$ cat src/rtl/axis_frame_padder_pkg.sv
// -----------------------------------------------------------------------------
// axis_pad_pkg
// Shared definitions for the AXI-Stream frame padder: FSM state encoding,
// default datapath/counter widths and the default fill word.
// No ports (package).
// -----------------------------------------------------------------------------
package axis_pad_pkg;

  localparam int DATA_W_DEF = 64;
  localparam int CNT_W_DEF  = 32;

  // Fill word emitted during pad beats when the top-level default is kept.
  localparam logic [DATA_W_DEF-1:0] PAD_WORD_DEF = '1;

  typedef enum logic [1:0] {
    ST_PASS = 2'd0,
    ST_PAD  = 2'd1,
    ST_DROP = 2'd2
  } pad_state_e;

endpackage

$ cat src/rtl/axis_frame_padder_if.sv
// -----------------------------------------------------------------------------
// axis_frame_padder_if
// AXI-Stream handshake bundle (tvalid/tready/tdata/tlast).
//   master modport : drives tvalid, tdata, tlast; receives tready
//   slave  modport : receives tvalid, tdata, tlast; drives tready
// Parameter DATA_W sets the tdata width.
// -----------------------------------------------------------------------------
interface axis_frame_padder_if
  import axis_pad_pkg::*;
#(
  parameter int DATA_W = DATA_W_DEF
) ();

  logic              tvalid;
  logic              tready;
  logic [DATA_W-1:0] tdata;
  logic              tlast;

  modport master (
    output tvalid,
    output tdata,
    output tlast,
    input  tready
  );

  modport slave (
    input  tvalid,
    input  tdata,
    input  tlast,
    output tready
  );

endinterface

$ cat src/rtl/axis_skid_reg.sv
// -----------------------------------------------------------------------------
// axis_skid_reg
// Two-entry registered skid buffer carrying tdata and tlast. Both the output
// side and the input ready are driven from flops, so there is no
// combinational path from out_ready to in_ready, yet a beat per cycle flows
// while out_ready stays high.
// Ports:
//   clk, srst                    : clock, synchronous active-high reset
//   in_valid/in_ready            : upstream handshake (in_ready registered)
//   in_data/in_last              : upstream payload
//   out_valid/out_ready          : downstream handshake
//   out_data/out_last            : downstream payload (registered)
// -----------------------------------------------------------------------------
module axis_skid_reg #(
  parameter int DATA_W = 64
) (
  input  logic              clk,
  input  logic              srst,
  input  logic              in_valid,
  output logic              in_ready,
  input  logic [DATA_W-1:0] in_data,
  input  logic              in_last,
  output logic              out_valid,
  input  logic              out_ready,
  output logic [DATA_W-1:0] out_data,
  output logic              out_last
);

  logic              out_valid_reg;
  logic [DATA_W-1:0] out_data_reg;
  logic              out_last_reg;
  logic              skid_valid_reg;
  logic              skid_valid_next;
  logic [DATA_W-1:0] skid_data_reg;
  logic              skid_last_reg;
  logic              in_ready_reg;
  logic              accept;
  logic              out_load;

  assign accept   = in_valid & in_ready_reg;
  // The output register may take a new beat when empty or being drained.
  assign out_load = ~out_valid_reg | out_ready;

  always_comb begin
    skid_valid_next = skid_valid_reg;
    if (out_load) begin
      skid_valid_next = 1'b0;
    end else if (accept) begin
      skid_valid_next = 1'b1;
    end
  end

  always_ff @(posedge clk) begin
    if (srst) begin
      out_valid_reg  <= 1'b0;
      out_data_reg   <= '0;
      out_last_reg   <= 1'b0;
      skid_valid_reg <= 1'b0;
      skid_data_reg  <= '0;
      skid_last_reg  <= 1'b0;
      in_ready_reg   <= 1'b0;
    end else begin
      skid_valid_reg <= skid_valid_next;
      // Ready for next cycle depends only on whether the spare slot is free.
      in_ready_reg   <= ~skid_valid_next;
      if (!out_load && accept) begin
        skid_data_reg <= in_data;
        skid_last_reg <= in_last;
      end
      if (out_load) begin
        if (skid_valid_reg) begin
          out_valid_reg <= 1'b1;
          out_data_reg  <= skid_data_reg;
          out_last_reg  <= skid_last_reg;
        end else if (accept) begin
          out_valid_reg <= 1'b1;
          out_data_reg  <= in_data;
          out_last_reg  <= in_last;
        end else begin
          out_valid_reg <= 1'b0;
        end
      end
    end
  end

  assign in_ready  = in_ready_reg;
  assign out_valid = out_valid_reg;
  assign out_data  = out_data_reg;
  assign out_last  = out_last_reg;

endmodule

$ cat src/rtl/axis_frame_padder.sv
// -----------------------------------------------------------------------------
// axis_frame_padder
// Normalises every AXI-Stream frame to frame_len beats (0 treated as 1).
// Short frames are extended with PAD_WORD; long frames pass through
// unchanged, or, when AXIS_PAD_TRUNC_EN is defined, are cut to frame_len
// beats and the remainder of the input frame is discarded.
// Build macro: AXIS_PAD_TRUNC_EN (truncation + drop_beats port).
// Ports:
//   s_axis_aclk, s_axis_areset : clock, synchronous active-high reset
//   frame_len                  : target beats per frame, sampled on first beat
//   s_axis (slave modport)     : input stream
//   m_axis (master modport)    : output stream, driven from skid registers
//   m_axis_hsked               : output handshake indicator
//   frame_done                 : pulse when a frame's final beat is taken
//   pad_beats                  : pad beats inserted in last completed frame
//   drop_beats                 : input beats dropped in last completed frame
//                                (AXIS_PAD_TRUNC_EN only)
// -----------------------------------------------------------------------------
module axis_frame_padder
  import axis_pad_pkg::*;
#(
  parameter int                DATA_W   = DATA_W_DEF,
  parameter int                CNT_W    = CNT_W_DEF,
  parameter logic [DATA_W-1:0] PAD_WORD = {DATA_W{1'b1}}
) (
  input  logic               s_axis_aclk,
  input  logic               s_axis_areset,
  input  logic [CNT_W-1:0]   frame_len,
  axis_frame_padder_if.slave  s_axis,
  axis_frame_padder_if.master m_axis,
  output logic               m_axis_hsked,
  output logic               frame_done,
  output logic [CNT_W-1:0]   pad_beats
`ifdef AXIS_PAD_TRUNC_EN
  ,
  output logic [CNT_W-1:0]   drop_beats
`endif
);

  localparam logic [CNT_W-1:0] ONE = CNT_W'(1);

  pad_state_e        state_reg;
  logic [CNT_W-1:0]  cnt_reg;
  logic [CNT_W-1:0]  len_q_reg;
  logic [CNT_W-1:0]  pad_cnt_reg;
  logic              frame_done_reg;
  logic [CNT_W-1:0]  pad_beats_reg;
`ifdef AXIS_PAD_TRUNC_EN
  logic [CNT_W-1:0]  drop_cnt_reg;
  logic [CNT_W-1:0]  drop_beats_reg;
`endif

  logic              in_ready;
  logic              s_ready;
  logic              emit;
  logic [DATA_W-1:0] emit_data;
  logic              emit_last;
  logic              wr;
  logic              first_beat;
  logic [CNT_W-1:0]  frame_len_min1;
  logic [CNT_W-1:0]  len_eff;
  logic              m_valid;

  assign frame_len_min1 = (frame_len == '0) ? ONE : frame_len;
  // cnt only equals 1 in PASS before the first beat of a frame is written.
  assign first_beat     = (state_reg == ST_PASS) && (cnt_reg == ONE);
  // The first beat must be judged against the length being latched now.
  assign len_eff        = first_beat ? frame_len_min1 : len_q_reg;

  always_comb begin
    s_ready   = 1'b0;
    emit      = 1'b0;
    emit_data = s_axis.tdata;
    emit_last = 1'b0;
    unique case (state_reg)
      ST_PASS: begin
        s_ready = in_ready;
        emit    = s_axis.tvalid;
        if (s_axis.tlast) begin
          emit_last = (cnt_reg >= len_eff);
        end else begin
`ifdef AXIS_PAD_TRUNC_EN
          emit_last = (cnt_reg == len_eff);
`else
          emit_last = 1'b0;
`endif
        end
      end
      ST_PAD: begin
        emit      = 1'b1;
        emit_data = PAD_WORD;
        emit_last = (cnt_reg == len_q_reg);
      end
      default: begin
`ifdef AXIS_PAD_TRUNC_EN
        s_ready = 1'b1;
`else
        s_ready = 1'b0;
`endif
      end
    endcase
  end

  assign wr = in_ready & emit;

  always_ff @(posedge s_axis_aclk) begin
    if (s_axis_areset) begin
      state_reg      <= ST_PASS;
      cnt_reg        <= ONE;
      len_q_reg      <= ONE;
      pad_cnt_reg    <= '0;
      frame_done_reg <= 1'b0;
      pad_beats_reg  <= '0;
`ifdef AXIS_PAD_TRUNC_EN
      drop_cnt_reg   <= '0;
      drop_beats_reg <= '0;
`endif
    end else begin
      frame_done_reg <= 1'b0;
      if (wr) begin
        if (first_beat) begin
          len_q_reg <= frame_len_min1;
        end
        if (emit_last) begin
          cnt_reg <= ONE;
        end else if (cnt_reg != '1) begin
          cnt_reg <= cnt_reg + ONE;
        end
      end
      unique case (state_reg)
        ST_PASS: begin
          if (wr) begin
            if (s_axis.tlast && !emit_last) begin
              state_reg <= ST_PAD;
            end else if (s_axis.tlast) begin
              frame_done_reg <= 1'b1;
              pad_beats_reg  <= '0;
              pad_cnt_reg    <= '0;
`ifdef AXIS_PAD_TRUNC_EN
              drop_beats_reg <= '0;
              drop_cnt_reg   <= '0;
            end else if (emit_last) begin
              // Output frame is complete; swallow the rest of the input.
              state_reg <= ST_DROP;
`endif
            end
          end
        end
        ST_PAD: begin
          if (wr) begin
            if (emit_last) begin
              state_reg      <= ST_PASS;
              frame_done_reg <= 1'b1;
              pad_beats_reg  <= pad_cnt_reg + ONE;
              pad_cnt_reg    <= '0;
`ifdef AXIS_PAD_TRUNC_EN
              drop_beats_reg <= '0;
              drop_cnt_reg   <= '0;
`endif
            end else begin
              pad_cnt_reg <= pad_cnt_reg + ONE;
            end
          end
        end
        default: begin
`ifdef AXIS_PAD_TRUNC_EN
          if (s_axis.tvalid) begin
            if (s_axis.tlast) begin
              state_reg      <= ST_PASS;
              frame_done_reg <= 1'b1;
              pad_beats_reg  <= pad_cnt_reg;
              pad_cnt_reg    <= '0;
              drop_beats_reg <= drop_cnt_reg + ONE;
              drop_cnt_reg   <= '0;
            end else begin
              drop_cnt_reg <= drop_cnt_reg + ONE;
            end
          end
`else
          state_reg <= ST_PASS;
`endif
        end
      endcase
    end
  end

  axis_skid_reg #(
    .DATA_W (DATA_W)
  ) u_skid (
    .clk       (s_axis_aclk),
    .srst      (s_axis_areset),
    .in_valid  (emit),
    .in_ready  (in_ready),
    .in_data   (emit_data),
    .in_last   (emit_last),
    .out_valid (m_valid),
    .out_ready (m_axis.tready),
    .out_data  (m_axis.tdata),
    .out_last  (m_axis.tlast)
  );

  assign m_axis.tvalid = m_valid;
  assign s_axis.tready = s_ready;
  assign m_axis_hsked  = m_valid & m_axis.tready;
  assign frame_done    = frame_done_reg;
  assign pad_beats     = pad_beats_reg;
`ifdef AXIS_PAD_TRUNC_EN
  assign drop_beats    = drop_beats_reg;
`endif

endmodule

$ cat src/flat_wrapper.sv
// flat-port wrapper written by rule: the top's interface ports become plain ports
module axis_frame_padder_flat import axis_pad_pkg::*;
#(
  parameter int                DATA_W   = DATA_W_DEF,
  parameter int                CNT_W    = CNT_W_DEF,
  parameter logic [DATA_W-1:0] PAD_WORD = {DATA_W{1'b1}}
)
  (s_axis_aclk, s_axis_areset, frame_len, m_axis_hsked, frame_done, pad_beats, s_axis_tvalid, s_axis_tdata, s_axis_tlast, s_axis_tready, m_axis_tvalid, m_axis_tdata, m_axis_tlast, m_axis_tready);
  axis_frame_padder_if #(.DATA_W(DATA_W)) s_axis_i ();
  axis_frame_padder_if #(.DATA_W(DATA_W)) m_axis_i ();
  input  logic s_axis_aclk;
  input  logic s_axis_areset;
  input  logic [CNT_W-1:0] frame_len;
  output logic m_axis_hsked;
  output logic frame_done;
  output logic [CNT_W-1:0] pad_beats;
  input wire logic [$bits(s_axis_i.tvalid)-1:0] s_axis_tvalid;
  input wire logic [$bits(s_axis_i.tdata)-1:0] s_axis_tdata;
  input wire logic [$bits(s_axis_i.tlast)-1:0] s_axis_tlast;
  output wire logic [$bits(s_axis_i.tready)-1:0] s_axis_tready;
  output wire logic [$bits(m_axis_i.tvalid)-1:0] m_axis_tvalid;
  output wire logic [$bits(m_axis_i.tdata)-1:0] m_axis_tdata;
  output wire logic [$bits(m_axis_i.tlast)-1:0] m_axis_tlast;
  input wire logic [$bits(m_axis_i.tready)-1:0] m_axis_tready;
  assign s_axis_i.tvalid = s_axis_tvalid;
  assign s_axis_i.tdata = s_axis_tdata;
  assign s_axis_i.tlast = s_axis_tlast;
  assign s_axis_tready = s_axis_i.tready;
  assign m_axis_tvalid = m_axis_i.tvalid;
  assign m_axis_tdata = m_axis_i.tdata;
  assign m_axis_tlast = m_axis_i.tlast;
  assign m_axis_i.tready = m_axis_tready;
  axis_frame_padder #(.DATA_W(DATA_W), .CNT_W(CNT_W), .PAD_WORD(PAD_WORD)) u_core (.s_axis_aclk(s_axis_aclk), .s_axis_areset(s_axis_areset), .frame_len(frame_len), .s_axis(s_axis_i), .m_axis(m_axis_i), .m_axis_hsked(m_axis_hsked), .frame_done(frame_done), .pad_beats(pad_beats));
endmodule
$ cat config.mk
export PLATFORM = sky130hd
export DESIGN_NAME = axis_frame_padder_flat
export DESIGN_NICKNAME = d
export VERILOG_FILES = /design/src/rtl/axis_frame_padder_pkg.sv /design/src/rtl/axis_frame_padder_if.sv /design/src/rtl/axis_skid_reg.sv /design/src/rtl/axis_frame_padder.sv /design/src/flat_wrapper.sv
export SDC_FILE = /design/constraint.sdc
export NUM_CORES = 1
export LEC_CHECK = 0
export BUFFER_PORTS_ARGS = -buffer_cell sky130_fd_sc_hd__buf_2
export CAP_MARGIN = 10
export CORE_UTILIZATION = 51
export DETAILED_ROUTE_END_ITERATION = 16
export GPL_ROUTABILITY_DRIVEN = 0
export MAX_ROUTING_LAYER = met4
export PLACE_DENSITY = 0.85
export SLEW_MARGIN = 0
export SYNTH_ARGS = -nofsm -noshare
export SYNTH_HDL_FRONTEND = slang
export SYNTH_SLANG_ARGS = --single-unit
$ cat constraint.sdc
create_clock -name s_axis_aclk -period 3.81 [get_ports s_axis_aclk]
set_input_delay 0.762 -clock s_axis_aclk [delete_from_list [all_inputs] [get_ports s_axis_aclk]]
set_output_delay 0.762 -clock s_axis_aclk [all_outputs]
set_load 0.01 [all_outputs]
### Word level (Yosys, flattened, before mapping)

Index checks and enable logic that the tools add are counted.

* register bits after elaboration: 264

* magnitude comparators: 1
* reductions and logical operators: 15
* equality and inequality tests: 10
* bitwise logic cells: 5
* muxes and demuxes: 37
* add/subtract/negate cells: 2

Operator list (count)
* 2-to-1 mux 32 bit: 11
* 2-to-1 mux 64 bit: 3
* one-hot mux 32 bit (2 select lines): 2
* adder 32 x 1 -> 32 bit (second input constant): 2
* equality test 32 x 1 -> 1 bit (second input constant): 1
* equality test 32 bit: 1
* greater-or-equal comparator 32 bit: 1
* logical NOT 32 bit: 1
* inequality test 32 bit (second input constant): 1
* 2-to-1 mux 1 bit: 13
* inequality test 2 bit (second input constant): 5
* 2-to-1 mux 2 bit: 4
* one-hot mux 1 bit (2 select lines): 3
* AND reduction 6 bit: 1
* nonzero test 2 bit: 3
* AND reduction 5 bit: 1
* one-hot mux 2 bit (2 select lines): 1
* AND reduction 2 bit: 2
* AND reduction 4 bit: 1
* logical AND 1 bit: 3
* bitwise AND 1 bit: 2
* equality test 2 x 1 -> 1 bit (second input constant): 1
* logical NOT 1 bit: 2
* logical NOT 2 bit: 1
* other kinds (3): 4

### Logic depth before layout (Yosys ltp)

* depth after elaboration: 11
* depth in mapped cells: 21
* mapped depth without buffers: 18

### Hierarchy

From an unflattened synthesis, not the netlist that was laid out.

* cells, all modules: 1526
* area total of the unflattened synthesis: 13247.7 µm²

Modules (own cells, without submodules)
* axis_frame_padder: area an instance 7676.1 µm², instances 1, seq. area each 2602.5 µm², cells each 934
* axis_skid_reg: area an instance 5571.6 µm², instances 1, seq. area each 2662.6 µm², cells each 592

### Worst setup path before layout

No wires, ideal clock.

* path type: register to register
* start point: register u_core.state_reg[0]
* end point: register u_core.cnt_reg[29]
* buffers on the path: 5
* period minus slack after synthesis: 4.067 ns
* cell stages (with the launch flop): 19
* setup slack: -0.257 ns
* arrival: 3.935 ns
* path through: dfxtp_1 -> clkbuf_1 -> nor4_1 -> nand4_1 -> or2_2 -> clkbuf_1 -> nor2_1 -> clkbuf_1 -> a22oi_1 -> ha_1 -> nand4_1 -> nor4_2 -> and2_1 -> a21oi_1 -> o21ba_4 -> buf_6 -> buf_4 -> o41ai_1 -> a21oi_1

* cells in the longest elaborated chain, start to end: 8
* elaborated cells between the ends (all ways): 12
* those cells by class: order compare (1); eq/ne (1); mux (5); bitwise (1); reduce/logical (4)

Ends and longest elaborated chain
* start, declared: RTL line axis_frame_padder.sv:42 `pad_state_e state_reg;`
* start signal, assigned: RTL line axis_frame_padder.sv:108 `state_reg <= ST_PASS;`
* start signal, assigned: RTL line axis_frame_padder.sv:134 `state_reg <= ST_PAD;`
* start signal, assigned: RTL line axis_frame_padder.sv:152 `state_reg <= ST_PASS;`
* logical NOT 2 bit: RTL line axis_frame_padder.sv:66, axis_frame_padder.sv:75
* logical AND 1 bit: RTL line axis_frame_padder.sv:66 `assign first_beat = (state_reg == ST_PASS) && (cnt_reg == ONE);`
* 2-to-1 mux 32 bit
* greater-or-equal comparator 32 bit: RTL line axis_frame_padder.sv:80 `emit_last = (cnt_reg >= len_eff);`
* 2-to-1 mux 1 bit: RTL line axis_frame_padder.sv:79 `if (s_axis.tlast) begin`
* one-hot mux 1 bit (2 select lines): RTL line axis_frame_padder.sv:75 `unique case (state_reg)`
* nonzero test 2 bit (no source line)
* AND reduction 2 bit (no source line)
* end signal, assigned: RTL line axis_frame_padder.sv:127 `cnt_reg <= cnt_reg + ONE;`
* end, declared: RTL line axis_frame_padder.sv:43 `logic [CNT_W-1:0] cnt_reg;`

Several ways; a longest one is shown, not always the timed one.
A chain may end at the register's enable or synchronous reset.

### Worst setup path after layout

* start point: register u_core.cnt_reg[21]
* end point: register u_core.cnt_reg[17]

* cells in the longest elaborated chain, start to end: 8
* elaborated cells between the ends (all ways): 11
* those cells by class: order compare (1); eq/ne (3); mux (4); reduce/logical (3)

Ends and longest elaborated chain (RTL line)
* equality test 32 x 1 -> 1 bit: axis_frame_padder.sv:66
* logical AND 1 bit: axis_frame_padder.sv:66
* 2-to-1 mux 32 bit
* greater-or-equal comparator 32 bit: axis_frame_padder.sv:80
* 2-to-1 mux 1 bit: axis_frame_padder.sv:79
* one-hot mux 1 bit (2 select lines): axis_frame_padder.sv:75
* nonzero test 2 bit (no source line)
* AND reduction 2 bit (no source line)

Several ways; a longest one is shown, not always the timed one.

==> results by group <==
Setup path
  • Start-to-end type of the worst setup path: reg2reg
  • Reg-to-reg slack, setup: -0.40 ns
  • Critical path startpoint: u_core.cnt_reg[21]
  • Critical Path End: u_core.cnt_reg[17]
  • Reg-to-Reg Start: u_core.cnt_reg[21]
  • Largest stage delay on the critical path: between 0.3 and 0.4 ns
  • Maximum net fanout on the critical path: 17
  • Worst setup EP type: register
  • Levels on crit path: 18
  • Reg2reg end: u_core.cnt_reg[17]
  • Buf/Inv on CP: 4
  • Worst reg2reg path depth: 18
  • Cells along the critical path: nor4_2, nand4_1, or2_4, buf_6, nor2_4, buf_6, a22oi_2, ha_1, nand4_1, nor4_2, buf_4, a2111oi_4, nand2_1, a21oi_4, o21ba_4, bufbuf_16, o21ai_0, a21oi_2
  • CP max-delay cell: a2111oi_4
  • Arr. time, crit path: roughly 4.7 ns
  • Sort of element at the start of the critical path: register
  • Kind of cell adding the most delay to the critical path: simple AND/OR/NAND/NOR gates
  • Required time of the worst setup path: 4.29 ns

Global route
  • Maximum number of pins on one net before global-route repair: 134
  • Vias in the first global route: ~12,000
  • Wire length of the first global-routing pass: 56,800 um
  • Grt ovf: 0
  • Total Routing Usage GR: 0.287
  • Initial antenna violation count: 0

Worst hold path
  • Path class of the lowest-slack min-delay path: reg2reg
  • Startpoint of the lowest-slack hold path: u_core.u_skid.out_last

STA
  • Setup repair after global routing missed its margin: true
  • Setup tns final: -27.54 ns
  • Period utilisation layout: 1.10
  • Number of slew-limit violations in the final report: 0
  • Setup skew after layout: 0.0112 ns
  • Worst hold slack after final layout: 0.462 ns
  • # setup viols final: 100
  • Transition time at the pin with the least slew margin: about 1.3 ns
  • Hold Vio Cnt, Final: 0
  • Slew headroom: 0.152
  • Highest clock frequency the design can meet: approximately 240 MHz
  • Minimum period implied by the final worst setup slack: 4.21 ns
  • Setup WS post-layout: -0.399 ns

Layout
  • Area Growth Syn to Fin: 33.8%
  • Layout net count: between 1,500 and 2,000
  • Fraction of layout cells with a size suffix above 1: 0.288
  • Combined area of the multi-input logic cells: 0.00748 mm2
  • Inserted Diodes: 0
  • Post-route cell area: ~0.017 mm2
  • Area taken by flip-flops and latches: about 0.0053 mm2
  • Number of fillers in the final layout: 1,700

Die
  • Core box area: 0.0238 mm2
  • Boundary pin count: 202
  • Full die area: 0.0252 mm2
  • Chip width: 159 um
  • Initial Util: 0.527
  • Total number of placement rows: 56
  • Die height: around 160 um

Synth
  • Average cell area after synthesis: 7.97 um2
  • Top_reg_cell synth: dfxtp_1
  • Yosys reg bits: 263
  • Number of synthesized flops with an enable pin: 0
  • Share of synthesized area occupied by flip-flops and latches: 0.421
  • Async set-or-reset flop fraction in the synthesized netlist: 0
  • Number of synthesis warnings: 0
  • Count of distinct cell types in the synthesized netlist: 60
  • Mapped Nets: approximately 1,700
  • Cells after Synth: roughly 1,600
  • Syn Std Cell Area: 0.0125 mm2

Run
  • Number of max-cap violations: 0

Clock tree
  • Clock slew at reported path FFs: 0.06 ns
  • Num CTS Buffers: 29
  • Source-to-sink clock delay at the later pin of the worst-skew pair: roughly 0.55 ns
  • Hold buffer count at cts: 0
  • Num Clock Sinks: 263
  • CTS max path bufs: 3
  • CTS tree: built
  • H-tree levels: 1
  • CTS Root Cell: clkbuf_16

Place
  • HPWL Detailed: 22,900 um
  • Total cell area at the placement stage: 0.0144 mm2
  • Number of port buffers: 201

Route
  • Routed wl met3: 3370 um
  • Detailed Route WL: slightly below 40,000 um
  • Count of routing violations after the opening detailed-route iteration: 1,100
  • Length of routed met2 wiring: 19,000 um
  • Drc violations: 0
  • Top routing layer in use: met4
  • Post-detailed-route via-to-cell ratio: 5.95
  • Final antenna-violating net count: 0
  • First drt pass iteration count: 7
  • Routed length per placed instance: 18.2 um
  • Number of vias in the routed layout: 13,000
  • Length of routed wiring on met1: roughly 16,000 um

Power
  • Largest voltage drop on the vdd net: 0.000322 V
  • P_leak: 0.00669 uW
  • Power density relative to cell area: 412 mW/mm2

Outcome
  • Status: complete, but fails checks
  • Violated checks: negative setup slack
==> worst min path at each step <==
stage          depth (start not counted)  slack (ns)                     end
2_1_floorplan                          2        0.45  u_core.pad_cnt_reg[14]
3_3_place_gp                           1        0.44    u_core.pad_beats[15]
3_5_place_dp                           1        0.44    u_core.pad_beats[27]
4_1_cts                                1        0.46    u_core.pad_beats[27]
5_1_grt                                1        0.48     u_core.pad_beats[2]
6_report                               2        0.46  u_core.u_skid.out_last
==> metrics by stage <==
| stage | setup slack [ns] | utilization | instances | power, uW |
|---|---|---|---|---|
| after floorplan | -0.00882 | - | 1570 | 3500 |
| after global placement | -0.764 | 0.606 | 2084 | 3770 |
| after detailed placement | -0.951 | 0.606 | 2084 | 3810 |
| after CTS | -0.0723 | 0.666 | 2150 | 6840 |
| after global routing | -0.489 | 0.705 | 2177 | 7140 |
| final | -0.399 | 0.705 | 2177 | 6890 |
==> synth_stat cells, types with 5 or more instances <==
master,number,area (um2)
inv_1,12,45.0
nand3_1,33,165
o21ai_0,33,165
xor2_1,14,123
ha_1,35,438
mux2i_1,5,50.1
buf_6,5,56.3
nor4_1,17,106
and4_1,6,52.6
or4_1,12,90.1
and2_1,8,50.1
or3_1,24,150
o2bb2ai_1,26,228
a211oi_1,68,510
nor3_1,10,50.1
nor2_1,422,1580
a22o_1,6,52.6
and3_1,16,100
a21oi_1,184,921
a22oi_1,62,465
o31ai_1,10,75.1
dfxtp_1,263,5270
nand2_1,54,203
xnor2_1,63,552
clkbuf_1,94,353
nand4_1,27,169
buf_2,8,40.0
==> where the power goes <==
group / switching (uW) / internal, uW
Clock: 1160 / 1790
Sequential: 63.4 / 2840
Combinational: 613 / 429
Total: 1830 / 5060
==> kinds of logic (layout without fill, tap and decap cells) <==
logic type      Yosys count  in the layout  share of synthesized area
buf+inv                 125            412                     0.0423
xor+xnor                 77             77                     0.0539
mux                       5              5                    0.00400
fa+ha+maj                35             35                     0.0350
flops                   263            263                      0.421
compound gates          411            411                      0.210
simple gates            654            655                      0.235
==> cell type report <==
class / instances / area share
multi-input cells: 1183 / 0.447
clock buffers: 38 / 0.0495
inverters: 13 / 0.00306
flip-flops and latches: 263 / 0.315
well taps: 319 / 0.0238
clock inverters: 13 / 0.0105
repair buffers: 348 / 0.151
==> cell usage in the layout, fill, tap and decap left out, types with 34 or more instances in the layout <==
cell	count
buf_2	200
ha_1	34
a211oi_1	66
nand2_1	48
xnor2_1	63
nor2_1	414
a21oi_1	163
clkbuf_16	36
buf_4	103
dfxtp_1	259
a22oi_1	55
==> worst register-to-register path, stage by stage (launching register included) <==
cell	delay, ns
dfxtp_1	0.35
nor4_2	0.35
nand4_1	0.19
or2_4	0.32
buf_6	0.13
nor2_4	0.13
buf_6	0.15
a22oi_2	0.07
ha_1	0.34
nand4_1	0.15
nor4_2	0.08
buf_4	0.15
a2111oi_4	0.39
nand2_1	0.19
a21oi_4	0.26
o21ba_4	0.26
bufbuf_16	0.32
o21ai_0	0.15
a21oi_2	0.17
==> repair_timing <==
| item | 4_1_cts | 5_1_grt |
|---|---|---|
| setup endpoints to repair | 100 | 100 |
| resized for setup | 43 | 129 |
| cloned | 4 | 9 |
| setup buffers | 11 | 20 |
| pin swaps | 26 | 77 |
==> per-layer routing <==
metal / vias up / GRT usage
li1: 6094 / -
met1: 6082 / 0.341
met2: 617 / 0.477
met3: 166 / 0.0574
met4: 0 / 0.113
met5: - / -
Power figures use the tool's default switching activity.
